===== config.mk =====
export PLATFORM = sky130hd
export DESIGN_NAME = connect4_turn_ctrl
export DESIGN_NICKNAME = d
export VERILOG_FILES = /design/src/rtl/connect4_turn_ctrl.sv
export SDC_FILE = /design/constraint.sdc
export NUM_CORES = 1
export LEC_CHECK = 0
export ABC_AREA = 1
export CAP_MARGIN = 20
export CORE_ASPECT_RATIO = 1.4
export CORE_MARGIN = 2
export CORE_UTILIZATION = 55
export CTS_CLUSTER_SIZE = 40
export DETAILED_ROUTE_END_ITERATION = 6
export PLACE_DENSITY = 0.9
export SETUP_SLACK_MARGIN = 0.2
export SYNTH_ARGS = -nofsm -noshare
export SYNTH_HDL_FRONTEND = slang
export SYNTH_SLANG_ARGS = --single-unit

===== constraint.sdc =====
create_clock -name clk -period 2.5 [get_ports clk]
set_input_delay 0.5 -clock clk [delete_from_list [all_inputs] [get_ports clk]]
set_output_delay 0.5 -clock clk [all_outputs]
set_load 0.03 [all_outputs]

===== src/rtl/connect4_turn_ctrl.sv =====
// Game-flow controller for the Connect4 core: turn sequencing for 2..8 players,
// move accept/reject, win/tie handling after each move, per-turn timeout and abort.
module connect4_turn_ctrl #(
  parameter  int NUM_PLAYERS  = 2,
  parameter  int MAX_MOVES    = 42,
  parameter  int TURN_TIMEOUT = 1000,
  localparam int PW = (NUM_PLAYERS > 2) ? $clog2(NUM_PLAYERS) : 1,
  localparam int MW = $clog2(MAX_MOVES + 1),
  localparam int TW = $clog2(TURN_TIMEOUT)
) (
  input  logic          clk,
  input  logic          reset,
  input  logic          start,
  input  logic          move_valid,
  input  logic [PW-1:0] move_player,
  input  logic          move_legal,
  input  logic          chk_done,
  input  logic          chk_win,
  output logic [1:0]    state,
  output logic [PW-1:0] cur_player,
  output logic [MW-1:0] move_count,
  output logic          move_ack,
  output logic          move_nack,
  output logic          turn_timeout,
  output logic [PW-1:0] winner,
  output logic [1:0]    game_status
);
  localparam int SW = $clog2(NUM_PLAYERS + 1);

  localparam logic [PW-1:0] LAST_PLAYER = PW'(NUM_PLAYERS - 1);
  localparam logic [MW-1:0] MOVES_FULL  = MW'(MAX_MOVES);
  localparam logic [TW-1:0] TIMER_LAST  = TW'(TURN_TIMEOUT - 1);
  localparam logic [SW-1:0] SKIP_ALL    = SW'(NUM_PLAYERS);

  localparam logic [1:0] GS_PLAY  = 2'b00;
  localparam logic [1:0] GS_WIN   = 2'b01;
  localparam logic [1:0] GS_TIE   = 2'b10;
  localparam logic [1:0] GS_ABORT = 2'b11;

  typedef enum logic [1:0] {
    S_IDLE  = 2'b00,
    S_TURN  = 2'b01,
    S_CHECK = 2'b10,
    S_END   = 2'b11
  } state_t;

  state_t        state_q, state_n;
  logic [PW-1:0] player_q, player_n, next_player;
  logic [MW-1:0] count_q, count_n;
  logic [TW-1:0] timer_q, timer_n;
  logic [SW-1:0] skip_q, skip_n, skip_inc;
  logic [PW-1:0] winner_q, winner_n;
  logic [1:0]    status_q, status_n;
  logic          ack_q, ack_n, nack_q, nack_n, to_q, to_n;
  logic          accept;

  assign next_player = (player_q == LAST_PLAYER) ? '0 : player_q + PW'(1);
  assign skip_inc    = skip_q + SW'(1);
  assign accept      = move_valid && (move_player == player_q) && move_legal;

  always_ff @(posedge clk) begin
    if (reset) begin
      state_q  <= S_IDLE;
      player_q <= '0;
      count_q  <= '0;
      timer_q  <= '0;
      skip_q   <= '0;
      winner_q <= '0;
      status_q <= GS_PLAY;
      ack_q    <= 1'b0;
      nack_q   <= 1'b0;
      to_q     <= 1'b0;
    end else begin
      state_q  <= state_n;
      player_q <= player_n;
      count_q  <= count_n;
      timer_q  <= timer_n;
      skip_q   <= skip_n;
      winner_q <= winner_n;
      status_q <= status_n;
      ack_q    <= ack_n;
      nack_q   <= nack_n;
      to_q     <= to_n;
    end
  end

  always_comb begin
    state_n  = state_q;
    player_n = player_q;
    count_n  = count_q;
    timer_n  = timer_q;
    skip_n   = skip_q;
    winner_n = winner_q;
    status_n = status_q;
    ack_n    = 1'b0;
    nack_n   = 1'b0;
    to_n     = 1'b0;
    unique case (state_q)
      S_IDLE, S_END: begin
        nack_n = move_valid;
        if (start) begin
          state_n  = S_TURN;
          player_n = '0;
          count_n  = '0;
          timer_n  = '0;
          skip_n   = '0;
          winner_n = '0;
          status_n = GS_PLAY;
        end
      end
      S_TURN: begin
        // An accept in the expiry cycle takes precedence over the timeout.
        if (accept) begin
          ack_n   = 1'b1;
          count_n = count_q + MW'(1);
          skip_n  = '0;
          state_n = S_CHECK;
        end else begin
          nack_n = move_valid;
          if (timer_q == TIMER_LAST) begin
            to_n    = 1'b1;
            timer_n = '0;
            skip_n  = skip_inc;
            if (skip_inc == SKIP_ALL) begin
              state_n  = S_END;
              status_n = GS_ABORT;
            end else begin
              player_n = next_player;
            end
          end else begin
            timer_n = timer_q + TW'(1);
          end
        end
      end
      S_CHECK: begin
        nack_n = move_valid;
        if (chk_done) begin
          if (chk_win) begin
            state_n  = S_END;
            status_n = GS_WIN;
            winner_n = player_q;
          end else if (count_q == MOVES_FULL) begin
            state_n  = S_END;
            status_n = GS_TIE;
          end else begin
            state_n  = S_TURN;
            player_n = next_player;
            timer_n  = '0;
          end
        end
      end
      default: state_n = S_IDLE;
    endcase
  end

  assign state        = state_q;
  assign cur_player   = player_q;
  assign move_count   = count_q;
  assign move_ack     = ack_q;
  assign move_nack    = nack_q;
  assign turn_timeout = to_q;
  assign winner       = winner_q;
  assign game_status  = status_q;
endmodule


---- Word-level counts from Yosys, hierarchy flattened ----
Cells that the tools add are included.
cells by class
  add/subtract/negate cells ............... 4
  equality and inequality tests ........... 20
  muxes and demuxes ....................... 43
  bitwise gates (word level) .............. 1
  reduce and logical (&&, ||, !) cells .... 16
operator list
  kind                                                             number
  10-bit 2-to-1 mux                                                6
  10-bit case mux with 3 select lines                              1
  2-bit 2-to-1 mux                                                 14
  2-bit != test, second input constant                             10
  1-bit 2-to-1 mux                                                 13
  6-bit 2-to-1 mux                                                 2
  2-bit case mux with 3 select lines                               2
  6-bit case mux with 2 select lines                               1
  10-bit by 1-bit adder with 10-bit output, second input constant  1
  10-bit == test, second input constant                            1
  3-bit != test, second input constant                             3
  4-bit AND reduction                                              2
  7-bit AND reduction                                              1
  6-bit by 1-bit adder with 6-bit output, second input constant    1
  2-bit == test, second input constant                             3
  6-bit == test, second input constant                             1
  3-bit AND reduction                                              2
  6-bit AND reduction                                              1
  3-bit OR reduction                                               2
  5-bit AND reduction                                              1
  1-bit case mux with 2 select lines                               2
  2-bit case mux with 2 select lines                               1
  2-bit nonzero test                                               2
  2-bit OR reduction                                               2
  8 further kinds                                                  9
storage, ports and cells
  register bits ........................... 27
  input bits .............................. 8
  word-level logic and storage cells ...... 94

---- Logic depth before layout (Yosys ltp) ----
Gate-level depths: netlist of the first run.
  depth in word-level cells ............... 6
  mapped depth ............................ 12
  mapped depth without buffers ............ 12

---- Least setup slack after synthesis of the first run ----
No wires, ideal clock.
  path type ............................... reg-to-reg
  start ................................... register state_q[0] (netlist: state[0])
  end ..................................... register timer_q[4]
  library setup time ...................... 115 ps
  data arrival time ....................... 1695 ps
  data required time ...................... 2385 ps
  path slack .............................. 690 ps
  cell stages (with the launch flop) ...... 10
  buffers on the path ..................... 1
  period minus slack after synthesis ...... 1810 ps
  cell sequence ........................... dfxtp_1 > inv_1 > ha_1 > nand2_1 > nand2_2 > nor2_2 > nand3_4 > buf_6 > o21ai_1 > nor2_1
on the way
  longest elaborated chain between the ends .. 4
  elaborated cells between the ends (all ways) .. 12
  classes of those cells .................. eq/ne: 8; mux: 1; reduce/logical: 3
RTL lines
  element                                             line  RTL
  start, declared                                     47    state_t state_q, state_n;
  start signal, assigned                              74    state_q <= state_n;
  2-bit == test or 2-bit logical NOT (tied branches)  98    unique case (state_q)
  2-bit OR reduction                                  98
  2-bit != test (no line)                             -
  5-bit AND reduction (no line)                       -
  end signal, assigned                                77    timer_q <= timer_n;
  end, declared                                       50    logic [TW-1:0] timer_q, timer_n;
Parallel ways exist; a longest one is shown, timed or not.
A chain may end at the register's enable or synchronous reset.

---- Final worst setup path of the first run ----
  start ................................... register count_q[4] (netlist: move_count[4])
  end ..................................... output move_count[4]
RTL lines
  element                 line  RTL
  start, declared         49    logic [MW-1:0] count_q, count_n;
  start signal, assigned  76    count_q <= count_n;
  end, declared           21    output logic [MW-1:0] move_count,
No word-level cell between the ends.

==> flow_summary_export.csv, run 1 <==
group,metric,value,unit
status,outcome,"complete, no violations",
timing,post-route-period-util,77.9,%
synthesis,synth_compound_area_share,9.41,%
route,drt_iter0_markers,61,
cts,post_cts_buffers,0,
floorplanning,core-area,3060,sq um
cts,ctsResizeCount,0,
cts,hold_buffers,0,
route,ant_nets,0,
floorplanning,die-area,3640,sq um
timing,fin_crit,1.95,ns
route,wl,3650,microns
setup_path,cpMaxStageDelayCell,"clkdlybuf4s50_1",
cts,cts_tree,"yes",
global_routing,grt_pass1_wl,6240,microns
global_routing,antenna_found_initial,0,
floorplanning,initial_core_util,56.9,%
cts,clk_latency,0.28,ns
pwr,power_frac_comb,56.8,%
setup_path,cp.depth,1,
timing,relSlewSlack,64.3,%
pwr,p_seq_share,29.2,%
synthesis,synthCells,263,
global_routing,overflow,0,
synthesis,synth_warnings,0,
synthesis,synthAdderAreaFrac,5.03,%
synthesis,syn-cell-area,1740,sq um
cells_and_area,antenna_cells,0,
floorplanning,rows,24,
timing,finalHoldViolations,0,
global_routing,grt.total_usage,21.8,%
synthesis,synthMuxAreaShare,0,%
floorplanning,die_y,70.6,microns
cts,clockRootBuffer,"clkbuf_8",
timing,setup_viol,0,
hold_path,worstHoldPathType,"register to register",
pwr,ir_drop,0.709,mV
timing,slew_violations,0,
pwr,p_clk_share,14.1,%
synthesis,yosysMostFrequentCell,"nand2_1",
cts,clkTransAtPathRegs,0.09,ns
setup_path,arrival,1.45,ns
hold_path,hold_depth,2,
pwr,switchingPower,0.000851,W
synthesis,synth-edff-count,0,
synthesis,yosys-top-cells-area,"dfxtp_1, nand2_1, nor2_1",
pwr,p_per_area,879,nW/um^2
synthesis,yosys_register_bits,27,
synthesis,ys_types,28,
route,drt_first_pass_iters,4,
synthesis,synth_top_area_share,31.0,%
place,hpwl,2870,microns
cts,cts_buffers,3,
setup_path,crit_chain,"clkdlybuf4s50_1",
setup_path,critPathMaxFanout,5,
global_routing,grt_pass1_vias,1541,
cells_and_area,synthToLayoutAreaGrowth,17.0,%
setup_path,crit_required,2.00,ns
synthesis,synth_top_area_cell,"dfxtp_1",
setup_path,start_kind,"register",
setup_path,crit_family,"buffers and inverters",
pwr,p_int,0.000940,W
synthesis,avgSynthCellArea,6.62,sq um
synthesis,ys_async_sr_fraction,0,%
pwr,p_leak,0.867,nW
timing,clock.fmax,0.514,GHz
synthesis,synth_ff_type,"dfxtp_1",
setup_path,critical_path_buf_inv_count,1,
floorplanning,io_pins,23,
cts,cts-htree-levels,1,
pwr,total_power,0.00179,W
synthesis,seq_area_frac_synth,31.0,%
cts,cts_sinks,27,
synthesis,synthTopCellsByCount,"nand2_1, nor2_1, inv_1",
route,drc,0,
timing,rsz0062_at_grt,"false",
cells_and_area,nets,302,
setup_path,reg2reg_depth,10,
cells_and_area,drive_gt1_share,15.4,%
synthesis,synth-xor-area-share,1.51,%
timing,tns,0,ns
pwr,p_sw_share,47.5,%
setup_path,slowest_delay,0.71,ns
setup_path,cp-end-kind,"primary output",
timing,tightestPinTransition,0.535,ns
route,wl_per_cell,11.2,microns
route,vias,1635,
place,port_buffers,22,
run,cap_viol_max_count,0,
cts,cts_buffer_depth,2,
synthesis,synthSimpleGateAreaFrac,41.7,%
floorplanning,die_x,51.6,microns
synthesis,syn_nets,278,
route,detail_route.vias_per_cell,5.03,
setup_path,crit_type,"register to primary output",
global_routing,grt_max_degree,18,
synthesis,synth_top_family_by_area,"simple AND/OR/NAND/NOR gates",
timing,fin_worst_skew,0.00496,ns
place,gp_congestion,0.865,
==> flip-flops by register name, indices dropped and copies added (netlist names) <==
signal and count:
timer_q 10, move_count 6, game_status 2, skip_q 2
state 2, cur_player 1, move_ack 1, move_nack 1
turn_timeout 1, winner 1
==> power groups by stage <==
stage | Combinational (W) | Sequential (W) | Clock, W
6_report | 0.00102 | 0.000522 | 0.000252
5_1_grt | 0.00113 | 0.000530 | 0.000270
4_1_cts | 0.00102 | 0.000522 | 0.000257
3_5_place_dp | 0.00102 | 0.000531 | 0
3_3_place_gp | 0.000990 | 0.000531 | 0
2_1_floorplan | 0.000762 | 0.000589 | 0
==> through the flow <==
stage                     hold WS [ns]  util (%)  area (sq um)  setup slack [ns]  cells
after floorplan                  0.455         -          1740             0.690    263
after global placement           0.469      65.0          1990             0.610    321
after detailed placement         0.475      65.0          1990             0.526    321
after CTS                        0.491      66.5          2040             0.556    325
after global routing             0.515      66.5          2040             0.506    325
final                            0.487      66.5          2040             0.554    325
==> layout make-up <==
class | count | area (sq um)
Fill cell | 275 | 1030
Sequential cell | 27 | 541
Timing Repair Buffer | 23 | 228
Clock inverter | 1 | 5.00
Tap cell | 39 | 48.8
Clock buffer | 3 | 41.3
Inverter | 45 | 169
Multi-Input combinational cell | 187 | 1000
==> placed cells by master (no fill, tap or decap), types with 5 or more instances in the layout <==
cell type	synthesis	layout
clkdlybuf4s50_1	0	22
nand2_2	6	6
dfxtp_1	27	27
a21oi_1	14	14
nand3_1	18	18
o21ai_0	5	5
nor2_1	41	41
ha_1	7	7
inv_1	33	33
nor2_4	6	6
nor2_2	6	6
nand2_1	57	57
o21ai_1	7	7
inv_2	12	12
==> final timing paths <==
| check | slack [ns] | startpoint | end |
|---|---|---|---|
| setup / recovery | 0.55 | move_count[4] | move_count[4] |
| setup reg to reg | 0.71 | state[0] | timer_q[5] |
| hold reg to reg | 0.49 | winner | winner |
| hold / removal | 0.49 | winner | winner |
==> cells by family after synthesis <==
logic type / count (synthesis)
and+or+nand+nor: 147
xor gates and xnor gates: 3
DFF: 27
buffers and inverters: 49
AOI/OAI and AO/OA: 30
adders and majority gates: 7
==> routing by layer <==
metal	track usage (%)	part of all wire [%]	vias up	wire [microns]
met5	0	0	-	0
met4	9.94	1.9	0	69
met2	40.6	55	27	2020
met1	23.6	40	740	1470
met3	2.95	2.6	7	93
li1	-	-	861	-
==> tightest hold or removal path, cell delays in order (launching register included) <==
cell	delay [ns]
dfxtp_1	0.33
o31ai_1	0.06
a21oi_1	0.06
(Power assumes the default switching activity.)
==> run 2: changes to the inputs <==
- clock period: 2.5 -> 1.8 ns (I/O delays scaled with it)
==> run 2 against run 1 <==
Net effect: first-iteration DRC count decreased by 25%; clock skew is 0.0039 ns higher; global-route usage rose by 0.95 points.
==> flow_summary_export.csv, run 2 (synthesized netlist as in run 1, its figures left out) <==
group,metric,value,unit
global_routing,grt_pass1_wl,6560,microns
timing,setup_viol,0,
cts,clkTransAtPathRegs,0.10,ns
setup_path,start_kind,"register",
pwr,p_int,0.00148,W
setup_path,crit_type,"register to register",
timing,relSlewSlack,79.2,%
setup_path,cp-end-kind,"register",
global_routing,grt_max_degree,17,
setup_path,r2r_start,"state[0]",
place,place_ws,0.0270,ns
hold_path,min-delay-start,"game_status[1]",
setup_path,r2r_end,"timer_q[1]",
pwr,p_seq_share,26.6,%
cts,cts_tree,"yes",
cells_and_area,layout_commonest_cell,"nand2_1",
timing,rsz0062_at_grt,"true",
setup_path,startpoint,"state[0]",
setup_path,crit_end,"timer_q[1]",
floorplanning,io_pins,23,
route,drt_first_pass_iters,4,
cells_and_area,regMostFlops,"timer_q",
pwr,p_clk_share,12.8,%
route,wl_per_cell,12.3,microns
timing,slew_violations,0,
cts,clockRootBuffer,"clkbuf_8",
route,drt_iter0_markers,46,
cells_and_area,antenna_cells,0,
pwr,p_sw_share,46.9,%
route,vias,1709,
route,ant_nets,0,
floorplanning,die_y,70.6,microns
timing,clock.fmax,0.649,GHz
cts,cts_buffers,3,
floorplanning,rows,24,
cells_and_area,fillerInstances,254,
timing,finalHoldViolations,0,
cells_and_area,multiInputGateArea,1060,sq um
setup_path,crit_required,1.97,ns
route,detail_route.vias_per_cell,5.15,
timing,post-route-period-util,85.7,%
route,drc,0,
setup_path,r2r_slack,0.26,ns
floorplanning,initial_core_util,56.9,%
cells_and_area,largest_reg_flops,10,
timing,tns,0,ns
pwr,p_per_area,1300,nW/um^2
route,wl,4080,microns
setup_path,arrival,1.71,ns
timing,setup_ws,0.258,ns
hold_path,worstHoldPathType,"register to register",
run,cap_viol_max_count,0,
global_routing,grt.total_usage,22.8,%
cells_and_area,seq_area,548,sq um
status,outcome,"complete, no violations",
setup_path,reg2reg_depth,9,
cells_and_area,drive_gt1_share,20.8,%
cts,clk_latency,0.28,ns
cells_and_area,nets,309,
pwr,ir_drop,1.18,mV
timing,fin_crit,1.54,ns
global_routing,antenna_found_initial,0,
floorplanning,die-area,3640,sq um
place,gp_congestion,0.924,
floorplanning,die_x,51.6,microns
global_routing,grt_pass1_vias,1568,
cts,cts-htree-levels,1,
pwr,switchingPower,0.00131,W
hold_path,hold_depth,2,
cells_and_area,fin_util,70.1,%
cells_and_area,synthToLayoutAreaGrowth,23.3,%
pwr,power_frac_comb,60.6,%
setup_path,critPathMaxFanout,8,
place,port_buffers,22,
timing,fin_worst_skew,0.00890,ns
global_routing,overflow,0,
cells_and_area,final_cell_mix,"nand2_1, nor2_1, inv_1",
cts,cts_buffer_depth,2,
timing,tightestPinTransition,0.313,ns
floorplanning,core-area,3060,sq um
cts,hold_buffers,0,
place,hpwl,2880,microns
pwr,p_leak,0.978,nW
cts,cts_sinks,27,
[run 2: cell types whose count changed in the layout (fill, tap and decap cells not counted), moves of 3 or more]
cell             change
buf_4                +6
clkdlybuf4s50_1     -15
dfxtp_1              -4
dfxtp_2              +3
dlygate4sd2_1       +15
ha_1                 -3
inv_4                +3
[run 2: final cells by class]
type | instances | share of cell area (%)
multi-input cells | 187 | 49.2
clock buffers | 3 | 1.92
clock inverters | 1 | 0.291
flip-flops and latches | 27 | 25.5
well taps | 39 | 2.27
repair buffers | 30 | 12.8
inverters | 45 | 8.10
[run 2: routing by layer]
metal | GRT usage [%] | part of all wire, % | up-vias
met5 | 0 | 0 | -
met4 | 8.77 | 1.3 | 0
met1 | 25.9 | 39 | 789
met2 | 42.2 | 55 | 44
li1 | - | - | 869
met3 | 2.53 | 3.9 | 7
[run 2: what timing repair did]
action | 4_1_cts | 5_1_grt
setup endpoints to repair | 19 | 20
setup buffers | 2 | 3
gates resized for setup | 16 | 13
pin swaps | 1 | 7
[run 2: power by group through the flow]
| stage | combinational (W) | clock, W | sequential, W |
|---|---|---|---|
| 2_1_floorplan | 0.00110 | 0 | 0.000830 |
| 3_5_place_dp | 0.00147 | 0 | 0.000752 |
| 4_1_cts | 0.00154 | 0.000364 | 0.000740 |
| 6_report | 0.00169 | 0.000357 | 0.000743 |
| 3_3_place_gp | 0.00144 | 0 | 0.000749 |
| 5_1_grt | 0.00187 | 0.000380 | 0.000750 |
[run 2: metrics by stage]
stage	power (W)	instance area (sq um)	hold WS (ns)	instances
finish	0.00279	2150	0.491	332
global route	0.00300	2150	0.504	332
CTS	0.00265	2090	0.488	329
detailed placement	0.00223	2030	0.468	323
global placement	0.00219	2030	0.463	323
floorplan	0.00193	1760	0.455	263
[run 2: worst max-delay path, stage by stage, from the launching register on]
cell and delay [ns]:
dfxtp_4 0.38, inv_2 0.05, ha_4 0.23, nand2_4 0.08, nand2_4 0.07, nor2_4 0.14, nand3_4 0.15, buf_12 0.17
nand2_1 0.08, a21oi_1 0.08
[run 2: how the worst min path moves through the flow]
stage | to | slack [ns]
6_report | game_status[1] | 0.49
5_1_grt | winner | 0.50
4_1_cts | winner | 0.49
3_5_place_dp | winner | 0.47
3_3_place_gp | winner | 0.46
2_1_floorplan | skip_q[1] | 0.46
==> run 3: changes to the inputs <==
- GPL_ROUTABILITY_DRIVEN: default -> 0
- PLACE_DENSITY: 0.9 -> 0.89
==> run 3 against run 2 <==
Net effect: total power decreased by 3.1%; clock power barely moved; sequential share of layout area is 0.36 points higher; combinational power decreased by 5%; non-clock buffer count is 1 lower; routed wire length decreased by 3.6%; clock skew is 0.0041 ns higher; sequential power about the same.
==> flow_summary_export.csv, run 3 (synthesized netlist as in run 1, its figures left out) <==
group,metric,value,unit
setup_path,cpMaxStageDelayCell,"dfxtp_4",
global_routing,grt_max_degree,18,
global_routing,overflow,0,
cts,cts_sinks,27,
cells_and_area,drive_gt1_share,20.1,%
timing,finalHoldViolations,0,
route,detail_route.vias_per_cell,5.11,
cts,cts_buffer_depth,2,
setup_path,critPathMaxFanout,5,
setup_path,startpoint,"state[0]",
timing,post-route-period-util,85.9,%
setup_path,crit_chain,"inv_2 -> ha_4 -> nand2_1 -> nand2_2 -> nor2_4 -> nand3_4 -> buf_4 -> o21ai_1 -> nor2_1",
setup_path,crit_type,"register to register",
floorplanning,core-area,3060,sq um
setup_path,cp-end-kind,"register",
timing,fin_crit,1.55,ns
cells_and_area,final_cell_mix,"nand2_1, nor2_1, inv_1",
cells_and_area,final_cell_area,2110,sq um
floorplanning,die-area,3640,sq um
timing,rsz0062_at_grt,"true",
place,hpwl,2770,microns
hold_path,worstHoldPathType,"register to register",
cells_and_area,fin_util,69.0,%
timing,relSlewSlack,79.8,%
pwr,p_leak,0.969,nW
timing,fin_worst_skew,0.0130,ns
timing,setup_viol,0,
floorplanning,initial_core_util,56.9,%
cts,cts_buffers,3,
cells_and_area,regMostFlops,"timer_q",
setup_path,arrival,1.74,ns
setup_path,slowest_delay,0.37,ns
cells_and_area,seq_area,547,sq um
cells_and_area,layout_commonest_cell,"nand2_1",
cts,clockRootBuffer,"clkbuf_8",
global_routing,grt_pass1_wl,6400,microns
setup_path,start_kind,"register",
status,outcome,"complete, no violations",
route,routed-wl-met3,142,microns
global_routing,grt_pass1_vias,1649,
cts,cts_tree,"yes",
place,place_area,2030,sq um
timing,clock.fmax,0.647,GHz
cells_and_area,nets,309,
route,m1WireLength,1580,microns
cells_and_area,synthToLayoutAreaGrowth,21.3,%
run,cap_viol_max_count,0,
route,vias,1697,
route,drt_first_pass_iters,4,
route,drc,0,
floorplanning,io_pins,23,
route,top_layer,"met4",
floorplanning,die_y,70.6,microns
route,routed-wl-met2,2140,microns
floorplanning,die_x,51.6,microns
route,wl,3930,microns
hold_path,min-delay-start,"winner",
floorplanning,rows,24,
cells_and_area,multiInputGateArea,1050,sq um
pwr,p_per_area,1280,nW/um^2
route,wl_per_cell,11.8,microns
cells_and_area,largest_reg_flops,10,
setup_path,crit_required,1.99,ns
timing,tns,0,ns
setup_path,r2r_start,"state[0]",
global_routing,antenna_found_initial,0,
place,port_buffers,22,
cells_and_area,fillerInstances,282,
route,drt_iter0_markers,38,
cts,cts-htree-levels,1,
place,dp.cells,323,
global_routing,grt.total_usage,22.2,%
cts,clkTransAtPathRegs,0.10,ns
pwr,ir_drop,1.23,mV
cells_and_area,antenna_cells,0,
cts,clk_latency,0.28,ns
pwr,total_power,0.00271,W
timing,tightestPinTransition,0.305,ns
cells_and_area,instances_no_fill,332,
timing,slew_violations,0,
route,ant_nets,0,
==> run 3: cell types whose count changed in the layout (fill, tap and decap cells not counted), moves of 2 or more <==
cell,previous run,this run
inv_4,3,1
inv_2,11,13
nor2_2,4,6
nand2_4,4,2
==> run 3: critical path: cells and delay by family (launching register included) <==
kind                     cells  cell delay, ns
AO/OA/AOI/OAI                1            0.12
buffers and inverters        2            0.22
flip-flops                   1            0.37
adder cells (fa/ha/maj)      1            0.25
AND/OR/NAND/NOR              5            0.50
==> run 3: final timing paths <==
check / endpoint / slack (ns) / cells past startpoint
worst min register to register: winner / 0.49 / 2
worst max register to register: timer_q[7] / 0.25 / 9
worst min-delay path: winner / 0.49 / 2
worst max-delay path: timer_q[7] / 0.25 / 9
==> run 3: power by group <==
part | switching, W | internal (W) | leakage [nW] | total [W]
Sequential | 0.0000660 | 0.000678 | 0.221 | 0.000744
Combinational | 0.00101 | 0.000592 | 0.723 | 0.00160
Clock | 0.000201 | 0.000159 | 0.0260 | 0.000360
==> run 3: final cells by class <==
class                           count  share of cell area, %
Multi-Input combinational cell    188                   49.6
Sequential cell                    27                   25.9
Timing Repair Buffer               29                   12.0
Inverter                           45                   7.99
Tap cell                           39                   2.31
Clock buffer                        3                   1.95
Clock inverter                      1                  0.296
==> run 3: repair_timing <==
action,in CTS,in global routing
cloned,0,1
pin swaps,1,1
hold buffers,0,0
buffers inserted,0,4
setup endpoints to repair,18,15
gates resized for setup,15,6
==> run 3: per-stage QoR <==
step,hold WS (ns),worst slack [ns]
floorplan,0.455,0.241
global placement,0.465,0.0888
detailed placement,0.466,0.0395
CTS,0.483,0.201
global route,0.529,0.130
finish,0.492,0.254
==> run 3: layer usage <==
layer  up-vias  GRT usage (%)
met4         0           7.60
met5         -              0
met2        45           42.3
met1       771           24.8
met3         8           1.90
li1        873              -
